[src/rtl/atm_pkg.sv]
// rtl/atm_pkg.sv - ATM PIN controller state codes and 7-segment encoding
package atm_pkg;

    typedef enum logic [2:0] {
        S_IDLE    = 3'd0,
        S_ENTRY   = 3'd1,
        S_CHECK   = 3'd2,
        S_CASH    = 3'd3,
        S_EJECT   = 3'd4,
        S_DESTROY = 3'd5,
        S_LOCKED  = 3'd6
    } atm_state_t;

    // Segments {g,f,e,d,c,b,a}, active-high; shows the state code as a decimal digit
    function automatic logic [6:0] seg7_encode(input atm_state_t s);
        case (s)
            S_IDLE:    return 7'b0111111;
            S_ENTRY:   return 7'b0000110;
            S_CHECK:   return 7'b1011011;
            S_CASH:    return 7'b1001111;
            S_EJECT:   return 7'b1100110;
            S_DESTROY: return 7'b1101101;
            S_LOCKED:  return 7'b1111101;
            default:   return 7'b1000000;
        endcase
    endfunction

endpackage

[src/rtl/atm_timeout.sv]
// rtl/atm_timeout.sv - inter-digit idle counter, expires after TIMEOUT idle cycles
module atm_timeout #(
    parameter int TIMEOUT = 8
) (
    input  logic clk_2,
    input  logic reset,
    input  logic load,
    input  logic tick,
    output logic expired
);

    localparam int CW = (TIMEOUT > 2) ? $clog2(TIMEOUT) : 1;
    localparam logic [CW-1:0] LAST = CW'(TIMEOUT - 1);

    logic [CW-1:0] count;

    // Saturates at LAST so expired stays asserted until the next load
    always_ff @(posedge clk_2 or posedge reset) begin
        if (reset) begin
            count <= '0;
        end else if (load) begin
            count <= '0;
        end else if (tick && count != LAST) begin
            count <= count + CW'(1);
        end
    end

    assign expired = (count == LAST);

endmodule

[src/rtl/pin_atm_ctrl.sv]
// rtl/pin_atm_ctrl.sv - ATM card PIN check FSM with retry limit and card destruction
module pin_atm_ctrl
    import atm_pkg::*;
#(
    parameter int PIN_LEN   = 3,
    parameter int DIGIT_W   = 3,
    parameter int MAX_TRIES = 3,
    parameter int TIMEOUT   = 8
) (
    input  logic                           clk_2,
    input  logic                           reset,
    input  logic                           card,
    input  logic [DIGIT_W-1:0]             digit,
    input  logic                           digit_valid,
    input  logic [PIN_LEN*DIGIT_W-1:0]     pin_code,
    output logic                           cash,
    output logic                           destroy,
    output logic                           eject,
    output logic                           locked,
    output logic [$clog2(MAX_TRIES+1)-1:0] tries_left,
    output logic [2:0]                     state_o
);

    localparam int IW = $clog2(PIN_LEN + 1);
    localparam int TW = $clog2(MAX_TRIES + 1);
    localparam logic [TW-1:0] TRIES_INIT = TW'(MAX_TRIES);
    localparam logic [IW-1:0] IDX_LAST   = IW'(PIN_LEN - 1);

    if (PIN_LEN < 1 || MAX_TRIES < 1 || TIMEOUT < 2) begin : g_param_check
        $error("pin_atm_ctrl: PIN_LEN>=1, MAX_TRIES>=1 and TIMEOUT>=2 required");
    end

    atm_state_t         state;
    logic [IW-1:0]      idx;
    logic               mismatch;
    logic [DIGIT_W-1:0] exp_digit;
    logic               t_load;
    logic               t_tick;
    logic               t_expired;

    always_comb begin
        exp_digit = '0;
        for (int i = 0; i < PIN_LEN; i++) begin
            if (idx == IW'(i)) exp_digit = pin_code[i*DIGIT_W +: DIGIT_W];
        end
    end

    // Timer is held clear outside ENTRY, so every way into ENTRY starts a fresh window
    assign t_load = (state != S_ENTRY) || digit_valid;
    assign t_tick = (state == S_ENTRY);

    atm_timeout #(.TIMEOUT(TIMEOUT)) u_timeout (
        .clk_2   (clk_2),
        .reset   (reset),
        .load    (t_load),
        .tick    (t_tick),
        .expired (t_expired)
    );

    always_ff @(posedge clk_2 or posedge reset) begin
        if (reset) begin
            state      <= S_IDLE;
            idx        <= '0;
            mismatch   <= 1'b0;
            tries_left <= TRIES_INIT;
            cash       <= 1'b0;
            destroy    <= 1'b0;
            eject      <= 1'b0;
            locked     <= 1'b0;
        end else begin
            cash    <= 1'b0;
            destroy <= 1'b0;
            eject   <= 1'b0;
            case (state)
                S_IDLE: begin
                    if (card) begin
                        state    <= S_ENTRY;
                        idx      <= '0;
                        mismatch <= 1'b0;
                    end
                end
                S_ENTRY: begin
                    if (!card) begin
                        state <= S_IDLE;
                    end else if (digit_valid) begin
                        mismatch <= mismatch | (digit != exp_digit);
                        idx      <= idx + IW'(1);
                        if (idx == IDX_LAST) state <= S_CHECK;
                    end else if (t_expired) begin
                        mismatch <= 1'b1;
                        state    <= S_CHECK;
                    end
                end
                S_CHECK: begin
                    if (!card) begin
                        state <= S_IDLE;
                    end else if (!mismatch) begin
                        state      <= S_CASH;
                        cash       <= 1'b1;
                        tries_left <= TRIES_INIT;
                    end else begin
                        tries_left <= tries_left - TW'(1);
                        idx        <= '0;
                        mismatch   <= 1'b0;
                        if (tries_left == TW'(1)) begin
                            state   <= S_DESTROY;
                            destroy <= 1'b1;
                        end else begin
                            state <= S_ENTRY;
                        end
                    end
                end
                S_CASH: begin
                    state <= S_EJECT;
                    eject <= 1'b1;
                end
                S_EJECT: begin
                    state <= S_IDLE;
                end
                S_DESTROY: begin
                    state  <= S_LOCKED;
                    locked <= 1'b1;
                end
                S_LOCKED: begin
                    locked <= 1'b1;
                end
                default: begin
                    state <= S_IDLE;
                end
            endcase
        end
    end

    assign state_o = state;

endmodule

[config.mk]
export PLATFORM = sky130hd
export DESIGN_NAME = pin_atm_ctrl
export DESIGN_NICKNAME = d
export VERILOG_FILES = /design/src/rtl/atm_pkg.sv /design/src/rtl/atm_timeout.sv /design/src/rtl/pin_atm_ctrl.sv
export SDC_FILE = /design/constraint.sdc
export NUM_CORES = 1
export LEC_CHECK = 0
export ABC_AREA = 1
export BUFFER_PORTS_ARGS = -buffer_cell sky130_fd_sc_hd__buf_4
export CAP_MARGIN = 20
export CORE_MARGIN = 4
export CORE_UTILIZATION = 54
export DETAILED_ROUTE_END_ITERATION = 12
export GPL_TIMING_DRIVEN = 0
export PLACE_DENSITY_LB_ADDON = 0.2
export SETUP_SLACK_MARGIN = 0.05
export SLEW_MARGIN = 15
export SYNTH_ARGS = -nofsm -noshare
export SYNTH_HDL_FRONTEND = slang
export SYNTH_SLANG_ARGS = --single-unit
[constraint.sdc]
create_clock -name clk_2 -period 2.34 [get_ports clk_2]
set_input_delay 0.234 -clock clk_2 [delete_from_list [all_inputs] [get_ports clk_2]]
set_output_delay 0.234 -clock clk_2 [all_outputs]
set_load 0.05 [all_outputs]
==> Yosys cells after proc, flatten, opt, wreduce, memory -nomap -nowiden <==
Index checks and enable logic that the tools add are counted.
{ "totals": {"word_cells": 82, "input_bits": 16, "out_inout_bits": 9, "regBits": 15} }
{ "classes": {"bitwise": 2, "reduce_logical": 13, "mux": 34, "add_sub_neg": 3, "n_eq_ne": 21} }
{ "op_table": {"columns": ["op", "count"], "rows": [
  ["two-way mux 3 bit", 13],
  ["case mux 3 bit (6 select lines)", 1],
  ["two-way mux 1 bit", 12],
  ["two-way mux 2 bit", 6],
  ["inequality test 2 bit (second input constant)", 5],
  ["equality test 3 bit (second input constant)", 3],
  ["inequality test 4 bit (second input constant)", 2],
  ["AND reduction 4 bit", 2],
  ["equality test 3 x 2 -> 1 bit (second input constant)", 2],
  ["inequality test 3 bit (second input constant)", 2],
  ["case mux 2 bit (3 select lines)", 1],
  ["AND reduction 6 bit", 1],
  ["equality test 2 x 1 -> 1 bit (second input constant)", 2],
  ["nonzero test 2 bit", 2],
  ["OR reduction 2 bit", 2],
  ["adder 3 x 1 -> 3 bit (second input constant)", 1],
  ["equality test 3 x 1 -> 1 bit (second input constant)", 1],
  ["zero test 3 bit", 1],
  ["inequality test 3 x 1 -> 1 bit (second input constant)", 1],
  ["inequality test 3 bit", 1],
  ["nonzero test 3 bit", 1],
  ["adder 2 x 1 -> 2 bit (second input constant)", 1],
  ["equality test 2 bit (second input constant)", 1],
  ["zero test 2 bit", 1],
  ["other kinds (8)", 8]
]} }

==> Logic depth before layout (Yosys ltp) <==
{ "logic_depth": {"ltp_word": 9, "depth_mapped": 12, "depth_no_buf": 12} }

==> Modules after synthesis <==
A second synthesis with hierarchy kept.
{ "hier_totals": {"hier_cells": 135, "area_unflattened_um2": 975.9} }
{ "modules_own_cells": {"columns": ["mod", "area_per_inst_um2", "seq_area_each_um2", "n_inst", "cells_per_inst"], "rows": [
  ["pin_atm_ctrl", 805.8, 302.8, 1, 114],
  ["atm_timeout", 170.2, 75.1, 1, 21]
]} }

==> Worst setup path after synthesis <==
Ideal clock, no wire load.
{ "synth_path": {"kind": "register to register", "start": "register state[0], in the netlist state_o[0]", "end": "register locked", "path_buffers": 0, "setup_ps": 136, "synth_period_minus_slack_ps": 1531, "required_ps": 2204, "setup_slack_ps": 809, "stages_incl_launch_ff": 4, "arrival_ps": 1395, "path_cell_list": "dfrtp_1 > inv_1 > nand3_1 > or3b_2"} }
{ "synth_between": {"elab_chain_len": 2, "elab_cells_between_ends": 3, "cone_classes": "2 x eq/ne; 1 x reduce/logical"} }
{ "synth_rtl": {"columns": ["item", "line", "text"], "rows": [
  ["from (decl)", "pin_atm_ctrl.sv:33", "atm_state_t state;"],
  ["from (signal assigned)", "pin_atm_ctrl.sv:62", "state <= S_IDLE;"],
  ["from (signal assigned)", "pin_atm_ctrl.sv:77", "state <= S_ENTRY;"],
  ["from (signal assigned)", "pin_atm_ctrl.sv:84", "state <= S_IDLE;"],
  ["equality test 3 bit", "pin_atm_ctrl.sv:74", "case (state)"],
  ["OR reduction 2 bit (no line) (*)", null, null],
  ["to (signal assigned)", "pin_atm_ctrl.sv:69", "locked <= 1'b0;"],
  ["to (signal assigned)", "pin_atm_ctrl.sv:122", "locked <= 1'b1;"],
  ["to (signal assigned)", "pin_atm_ctrl.sv:125", "locked <= 1'b1;"],
  ["to (decl)", "pin_atm_ctrl.sv:19", "output logic locked,"]
]} }
Mark *: on every way between the ends. The rest lies on a longest branch, timed or not.
A chain may end at the register's enable or synchronous reset.

==> Worst setup path after layout <==
{ "layout_path": {"start": "register idx[0]", "end": "register mismatch"} }
{ "layout_between": {"elab_chain_len": 9, "elab_cells_between_ends": 11, "cone_classes": "3 x eq/ne; 6 x mux; 1 x bitwise; 1 x reduce/logical"} }
{ "layout_rtl": {"columns": ["item", "line", "text"], "rows": [
  ["from (decl)", "pin_atm_ctrl.sv:34", "logic [IW-1:0] idx;"],
  ["from (signal assigned)", "pin_atm_ctrl.sv:87", "idx <= idx + IW'(1);"],
  ["zero test 2 bit", "pin_atm_ctrl.sv:44", "if (idx == IW'(i)) exp_digit = pin_code[i*DIGIT_W +: DIGIT_W];"],
  ["two-way mux 3 bit (2 in series)", "pin_atm_ctrl.sv:44", null],
  ["two-way mux 3 bit (*)", "pin_atm_ctrl.sv:44", null],
  ["inequality test 3 bit (*)", "pin_atm_ctrl.sv:86", "mismatch <= mismatch | (digit != exp_digit);"],
  ["OR 1 bit (*)", "pin_atm_ctrl.sv:86", null],
  ["two-way mux 1 bit (*)", "pin_atm_ctrl.sv:85", "end else if (digit_valid) begin"],
  ["two-way mux 1 bit (*)", "pin_atm_ctrl.sv:83", "if (!card) begin"],
  ["case mux 1 bit (2 select lines) (*)", "pin_atm_ctrl.sv:74", null],
  ["to (signal assigned)", "pin_atm_ctrl.sv:86", null],
  ["to (decl)", "pin_atm_ctrl.sv:35", "logic mismatch;"]
]} }
Mark *: on every way between the ends. The rest lies on a longest branch, timed or not. The select of a mux whose other input is x is not followed.

==> summary.txt <==
Placement
  – HPWL Detailed: 1570 um
  – PortBufs: 24
  – Placed cell count: 159
  – Placer congestion estimate: 0.829

Critical path
  – CP Capture Type: register
  – Crit path top cell by count: nand2_1
  – Largest stage delay, worst path: 0.39 ns
  – Reg2Reg Setup Slack: 0.88 ns
  – Startpoint type of the worst setup path: register
  – Kind of critical path: register to register
  – Crit-path slowest cell: dfrtp_1
  – WP data arrival: 1.65 ns
  – Critical-path maximum fanout: 7
  – Crit-path cells: inv_1, ha_1, a21oi_1, nand2_1, nand2_1, nand2_1, nand2_1, nor2_1, nand2_1, nand2_1, a21oi_1
  – WP data required: 2.53 ns

Synth
  – Cells after synthesis: 119
  – Seq cells post-synth: 15
  – Unique masters post-synth: 20
  – Ys Warns: 0
  – Top cells by area, synth: dfrtp_1, nand2_1, inv_1, ha_1, dfstp_2
  – Synth top cells by count: nand2_1, inv_1, dfrtp_1
  – Share of the synthesized area in the top cell type: 35.6%
  – Synth area leader: dfrtp_1
  – Sequential area share after synthesis: 41.4%
  – Main synth FF type: dfrtp_1
  – Post-Syn Area per Cell: 7.68 um2
  – Most numerous cell in the Yosys netlist: nand2_1
  – Synth Cell Area: 913 um2
  – FFs w/ async S/R, synth: 100%
  – Number of synthesized flops with an enable pin: 0
  – Synthesized Nets: 141

Timing
  – Tmin final: 1.46 ns
  – Final Hold Vio Count: 13
  – Slew at the pin closest to its max-slew limit: 0.553 ns
  – Final setup violation count: 0
  – Final worst clock skew: 0.00536 ns
  – RSZ-0062 raised after global routing: no
  – Max Clock Freq: 685 MHz
  – Max-slew violations: 0
  – Sum Neg Setup Slack: 0 ns
  – Tcrit/Tclk final: 62.4%
  – Hold WS: -0.0117 ns
  – Slew HR: 63.1%

Routing
  – # DRC: 0
  – Post-route ant nets: 0
  – Iter 0 DRT Violations: 7
  – Avg WL per Cell: 12.0 um
  – Post-Route WL: 1960 um
  – Initial DRT Pass Iterations: 4
  – Drt via density: 5.23
  – Vias: 852

Final layout
  – Number of antenna diodes: 0
  – Post-route insts no fill: 163
  – Nets@finish: 170
  – Fill cell count: 137
  – Area grow syn2layout: 24.8%
  – Sequential Area: 378 um2
  – Ratio of cells with drive above 1 in the final layout: 26.5%
  – Multi-input gate area: 457 um2

Floorplanning
  – Num rows: 14
  – I/O Pins: 25
  – Die Ht: 49.1 um
  – Total core area: 1560 um2
  – Die Area: 2410 um2
  – Die W: 49.1 um
  – Initial Utilization: 58.6%

CTS
  – Post_cts resized: 0
  – Clock Path Buffers: 2
  – Hold buffer count at CTS: 0
  – Root Buffer: clkbuf_4
  – Num CTS Buffers: 3
  – CTS tree: yes
  – Worst-skew pair later-pin latency: 0.29 ns
  – CTS Sinks: 15
  – H-tree Lvls: 1
  – Setup bufs post-CTS: 0
  – CTS clk-pin slew, worst paths: 0.09 ns

Power
  – Leak pwr: 0.646 nW
  – Worst IR drop on VDD: 0.717 mV
  – Total power per unit cell area: 1180 nW/um2
  – Total power: 0.00135 W

Global route
  – First-pass GRT wire length: 3440 um
  – Antenna violations before repair: 0
  – Global route overflow: 0
  – Vias in the first global route: 857
  – Largest net degree at the start of global routing: 16
  – Tot GR Track Use: 18.7%

Run
  – Max-Cap Viols: 0

Status
  – Status: complete, but fails checks
  – Failing checks: hold timing

Hold path
  – HP Class: input pin to async pin
[layout make-up]
| class | count | share of cell area, % |
|---|---|---|
| clock buffers | 4 | 2.31 |
| inverters | 21 | 6.92 |
| multi-input cells | 83 | 40.1 |
| flip-flops and latches | 15 | 33.2 |
| well taps | 16 | 1.76 |
| repair buffers | 24 | 15.8 |
[cells in the final DEF (no fill, tap or decap)]
| cell type | instances |
|---|---|
| a21oi_1 | 8 |
| a22oi_1 | 1 |
| buf_4 | 24 |
| clkbuf_1 | 1 |
| clkbuf_4 | 3 |
| dfrtp_1 | 13 |
| dfstp_2 | 2 |
| ha_1 | 6 |
| inv_1 | 21 |
| nand2_1 | 31 |
| nand2_2 | 3 |
| nand3_1 | 9 |
| nand3_2 | 1 |
| nand3b_1 | 1 |
| nor2_1 | 7 |
| nor2_2 | 2 |
| nor2_4 | 2 |
| nor3_1 | 4 |
| nor3_2 | 1 |
| o21ai_0 | 3 |
| o22ai_1 | 1 |
| o31ai_1 | 2 |
| or3b_2 | 1 |
[stage by stage]
step                util, %  setup slack (ns)  instance area (um2)
floorplan                 -             0.809                  913
global placement       71.4             0.909                 1110
detailed placement     71.4             0.879                 1110
CTS                    73.1             0.866                 1140
global route           73.1             0.705                 1140
finish                 73.1             0.881                 1140
[sequential cells by signal, indices dropped and copies added (netlist names)]
signal / count
tries_left: 2
eject: 1
u_timeout.count: 3
destroy: 1
cash: 1
mismatch: 1
locked: 1
state_o: 3
idx: 2
[logic make-up (layout without fill, tap and decap cells)]
kind of cell | after synthesis | count (layout) | share of synthesized area [%]
AOI/OAI and AO/OA | 15 | 15 | 9.18
buffers and inverters | 21 | 49 | 8.63
adders and majority gates | 6 | 6 | 8.22
DFF | 15 | 15 | 41.4
and+or+nand+nor | 62 | 62 | 32.6
[routing by layer]
metal / global-route usage, % / vias up / wire length [um]
met5: 0 / - / 0
met4: 11.4 / 0 / 68
met1: 20.5 / 380 / 839
met3: 6.12 / 7 / 119
li1: - / 438 / -
met2: 31.0 / 27 / 936
[final timing paths]
check | startpoint | endpoint | depth (start not counted)
worst max-delay path | idx[0] | mismatch | 11
worst min-delay path | reset | locked | 2
worst max register to register | idx[0] | mismatch | 11
worst min register to register | mismatch | cash | 1
max in group asynchronous | reset | tries_left[1] | 2
min in group clk_2 | card | tries_left[1] | 3
[where the power goes]
group          switching, W  internal (W)  leakage, nW  total [W]
combinational      0.000525      0.000259        0.440   0.000784
clock             0.0000826     0.0000664       0.0150   0.000149
sequential        0.0000648      0.000347        0.192   0.000412
total              0.000672      0.000673        0.646    0.00135
[critical path: cells and delay by family (launching register included)]
| family | cells | cell delay, ns |
|---|---|---|
| AO/OA/AOI/OAI | 2 | 0.12 |
| adder cells (fa/ha/maj) | 1 | 0.31 |
| flip-flops | 1 | 0.39 |
| buffers and inverters | 1 | 0.11 |
| AND/OR/NAND/NOR | 7 | 0.43 |
Note: power is estimated with default switching activity, not from simulation.
